==> src/rtl/pipe_hazard_ctrl.sv <==
// Pipeline sequencer: global advance, load-use bubbles,
// taken-branch redirect handshake and stall/flush counters.
module pipe_hazard_ctrl #(
  parameter int XLEN         = 64,
  parameter int LOAD_BUBBLES = 1,
  parameter int CNT_W        = 32
) (
  input  logic             clk,
  input  logic             rst,
  input  logic             if_ready,
  input  logic             id_ready,
  input  logic             ex_ready,
  input  logic             mem_ready,
  input  logic             wb_ready,
  input  logic             id_valid,
  input  logic [4:0]       id_rs1,
  input  logic [4:0]       id_rs2,
  input  logic             ex_valid,
  input  logic             ex_is_load,
  input  logic [4:0]       ex_wd,
  input  logic             br_taken,
  input  logic [XLEN-1:0]  br_target,
  input  logic             redirect_ready,
  output logic             advance,
  output logic             if_hold,
  output logic             id_bubble,
  output logic             flush_if_id,
  output logic             redirect_valid,
  output logic [XLEN-1:0]  redirect_pc,
  output logic             busy_stall,
  output logic [CNT_W-1:0] stall_cnt,
  output logic [CNT_W-1:0] flush_cnt
);

  typedef enum logic [1:0] {
    RUN      = 2'd0,
    LDSTALL  = 2'd1,
    REDIRECT = 2'd2
  } state_t;

  localparam logic [1:0] BUB_INIT = 2'(LOAD_BUBBLES - 1);

  state_t     state_q, state_d;
  logic [1:0] bub_q, bub_d;
  logic       hazard, redir, hs;
  logic       take_redir, stall_inc;

  assign advance = if_ready & id_ready & ex_ready
                 & mem_ready & wb_ready;

  assign hazard = ex_valid & ex_is_load & (ex_wd != 5'd0)
                & id_valid
                & ((id_rs1 == ex_wd) | (id_rs2 == ex_wd));

  assign redir      = ex_valid & br_taken;
  assign hs         = redirect_valid & redirect_ready;
  assign busy_stall = (state_q != RUN);

  always_comb begin
    state_d     = state_q;
    bub_d       = bub_q;
    if_hold     = 1'b0;
    id_bubble   = 1'b0;
    flush_if_id = 1'b0;
    take_redir  = 1'b0;
    stall_inc   = 1'b0;
    case (state_q)
      RUN: begin
        if (advance && redir) begin
          take_redir = 1'b1;
        end else if (advance && hazard) begin
          if_hold   = 1'b1;
          id_bubble = 1'b1;
          stall_inc = 1'b1;
          if (LOAD_BUBBLES > 1) begin
            state_d = LDSTALL;
            bub_d   = BUB_INIT;
          end
        end
      end
      LDSTALL: begin
        if (advance && redir) begin
          take_redir = 1'b1;
        end else if (advance) begin
          if_hold   = 1'b1;
          id_bubble = 1'b1;
          stall_inc = 1'b1;
          bub_d     = bub_q - 2'd1;
          if (bub_q == 2'd1) state_d = RUN;
        end
      end
      REDIRECT: begin
        flush_if_id = advance;
        id_bubble   = advance;
        // a fresh redirect keeps the request pending
        if (advance && redir) begin
          take_redir = 1'b1;
        end else if (hs) begin
          state_d = RUN;
        end
      end
      default: state_d = RUN;
    endcase
    if (take_redir) begin
      flush_if_id = 1'b1;
      id_bubble   = 1'b1;
      if_hold     = 1'b0;
      bub_d       = 2'd0;
      state_d     = REDIRECT;
    end
  end

  always_ff @(posedge clk or posedge rst) begin
    if (rst) begin
      state_q        <= RUN;
      bub_q          <= 2'd0;
      redirect_valid <= 1'b0;
      redirect_pc    <= '0;
      stall_cnt      <= '0;
      flush_cnt      <= '0;
    end else begin
      state_q <= state_d;
      bub_q   <= bub_d;
      if (take_redir) begin
        redirect_valid <= 1'b1;
        redirect_pc    <= br_target;
        flush_cnt      <= flush_cnt + CNT_W'(1);
      end else if (hs) begin
        redirect_valid <= 1'b0;
      end
      if (stall_inc) stall_cnt <= stall_cnt + CNT_W'(1);
    end
  end

endmodule

==> config.mk <==
export PLATFORM = sky130hd
export DESIGN_NAME = pipe_hazard_ctrl
export DESIGN_NICKNAME = d
export VERILOG_FILES = /design/src/rtl/pipe_hazard_ctrl.sv
export SDC_FILE = /design/constraint.sdc
export NUM_CORES = 1
export LEC_CHECK = 0
export BUFFER_PORTS_ARGS = -buffer_cell sky130_fd_sc_hd__buf_2
export CAP_MARGIN = 20
export CORE_AREA = 5 5 132 134
export DETAILED_ROUTE_END_ITERATION = 7
export DIE_AREA = 0 0 137 139
export PLACE_DENSITY = 0.6
export REMOVE_ABC_BUFFERS = 1
export SLEW_MARGIN = 40
export SYNTH_ARGS = -nofsm -noshare
export SYNTH_HDL_FRONTEND = slang
export SYNTH_SLANG_ARGS = --single-unit
==> constraint.sdc <==
create_clock -name clk -period 5 [get_ports clk]
set_input_delay 0.75 -clock clk [delete_from_list [all_inputs] [get_ports clk]]
set_output_delay 0.75 -clock clk [all_outputs]
set_load 0.01 [all_outputs]
==> results.py <==
metrics = {
    "run_status": {
        "status": "finished, final reports clean",
    },
    "timing": {
        "rsz0062_at_grt": "no",
        "min_period_ps": 2970,
        "final_max_slew_viol_count": 0,
        "skew_ps": 7.94,
        "setup_violations": 0,
        "slew_headroom_pct": 46.8,
        "clock.fmax_mhz": 337,
        "fin_crit_sh_pct": 59.4,
        "final.setup.tns_ps": 0,
        "hold_violations": 0,
        "fin_ws_ps": 2030,
        "worst_slew_pin_slew_ps": 797,
    },
    "setup_path": {
        "cp_cell_sequence": "buf_2, xor2_1, nor3_1, nand3_1, a211oi_4, buf_4, buf_2",
        "worstPathMaxFanout": 33,
        "critPathCaptureType": "output pin",
        "crit_top_cell": "buf_2",
        "critical_path_class": "input port to output pin",
        "max_stage_delay_ps": 360,
        "path_delay_family": "buffers and inverters",
        "cp.arrival_ps": 2220,
        "start_kind": "input port",
        "crit_required_ps": 4250,
        "slowest_stage": "buf_4",
        "crit_buf_inv": 3,
    },
    "global_routing": {
        "first_global_vias": 4434,
        "gr-usage-all-layers_pct": 14.4,
        "grt_max_degree": 63,
        "antenna_found_initial": 1,
        "overflow": 0,
        "grt_pass1_wl_mm": 22.1,
    },
    "floorplanning": {
        "core_area_um2": 16200,
        "die_w_um": 137,
        "initial_core_util_pct": 34.0,
        "die_area_um2": 19000,
        "rows": 47,
        "num_io_pins": 225,
        "die_y_um": 139,
    },
    "logic_synthesis": {
        "synth_top_area_cell": "dfrtp_1",
        "syn_inst": 418,
        "synthTopCellsByCount": "dfrtp_1, mux2_2, xnor2_1, nand4_1, nand2_1",
        "synth_most_common_cell": "dfrtp_1",
        "netlist_area_um2": 5500,
        "synth.avg_cell_area_um2": 13.2,
        "synth-main-ff-cell": "dfrtp_1",
        "yosys.area.top_type_share_pct": 59.1,
        "seq_area_frac_synth_pct": 59.1,
        "async_flop_share_pct": 100,
        "synth-seq-cells": 130,
        "synth_area_leaders": "dfrtp_1, mux2_2, xnor2_1, nand4_1, nand3_1",
        "yosysWarnings": 0,
        "synth-edff-count": 0,
        "ys_types": 30,
    },
    "layout": {
        "drive_above_1_share_pct": 50.1,
        "area_growth_pct": 36.4,
        "finalNetCount": 747,
        "instances_no_fill": 888,
    },
    "clocking": {
        "clock_path_buffers": 2,
        "cts_setup_buffers": 0,
        "cts_sinks": 130,
        "root_buffer": "clkbuf_16",
        "hold_buffers": 0,
        "path_clk_slew_ps": 60,
        "htreeDepth": 4,
        "postCtsResizedCells": 0,
        "clk_latency_ps": 400,
        "cts_made_buffers": 17,
        "cts_tree": "done",
    },
    "routing": {
        "wl_per_cell_um": 15.5,
        "drt-initial-drc-count": 125,
        "wl_mm": 13.7,
        "vias": 4138,
        "ant_nets": 0,
        "viasPerCell": 4.66,
        "remaining_drc_errors": 0,
        "drtPass1Iterations": 4,
    },
    "placement": {
        "place_inst": 855,
        "gp_congestion": 0.876,
        "dp_slack_ps": 2030,
        "hpwl_mm": 10.1,
        "port_buffers": 224,
    },
    "worst_hold_path": {
        "hp-class": "input port to async pin",
    },
    "power": {
        "leakage_nw": 3.98,
        "ir_worst_vdd_mv": 0.208,
        "power_mw": 2.76,
        "p_per_area_nw_per_um2": 368,
    },
    "run": {
        "drv_cap": 0,
    },
}
-- worst paths after layout --
check	slack, ps	cells after the start	to	from
min in group clk	470	1	stall_cnt[31]	stall_cnt[31]
max in group asynchronous	3680	3	redirect_pc[47]	rst
worst max register to register	2920	6	stall_cnt[28]	stall_cnt[0]
worst max-delay path	2030	7	if_hold	ex_wd[1]
worst min-delay path	330	2	flush_cnt[0]	rst
worst min register to register	470	1	stall_cnt[31]	stall_cnt[31]
-- flip-flops by register name, summed over array words and instances (netlist names) --
register and flops:
stall_cnt 32, redirect_pc 64, flush_cnt 32, state_q 1, redirect_valid 1
-- layout make-up --
cell class	instances	area, um^2
fillers	1475	8660
flip-flops and latches	130	3250
multi-input cells	270	2160
repair buffers	228	1150
clock buffers	19	453
well taps	220	275
clock inverters	13	181
inverters	7	28.8
diodes	1	2.50
-- where the power goes --
group	switching, mW	internal (mW)
Clock	0.467	0.862
Sequential	0.0399	1.13
Combinational	0.131	0.134
Total	0.638	2.12
-- per-layer routing --
layer  global-route usage, %  wire (um)
met1                    18.0       5750
met2                    23.6       6740
met3                    3.66        950
met4                    6.14        294
met5                       0          0
-- cell families (layout without fill, tap and decap cells) --
group	after synthesis	after routing	share of synthesized area (%)
muxes	65	65	13.3
DFF	130	130	59.1
buffers and inverters	18	267	1.59
adders and majority gates	2	2	0.455
AOI/OAI and AO/OA	4	4	0.636
xor gates and xnor gates	72	72	11.5
other	0	1	0
and+or+nand+nor	127	127	13.4
-- through the flow --
step           hold slack (ps)  area [um^2]  utilization (%)
2_1_floorplan              507         5440                -
3_3_place_gp               459         6870             42.5
3_5_place_dp               462         6870             42.5
4_1_cts                    324         7510             46.4
5_1_grt                    345         7510             46.4
6_report                   331         7510             46.4
-- cells in the final DEF, fill, tap and decap left out, drive strengths merged, types with 10 or more instances in the layout --
cell type	count
and3	16
buf	228
clkbuf	19
dfrtp	130
mux2	65
nand2	28
nand3	23
nand4	31
xnor2	62
xor2	10
Note: power is estimated with default switching activity, not from simulation.
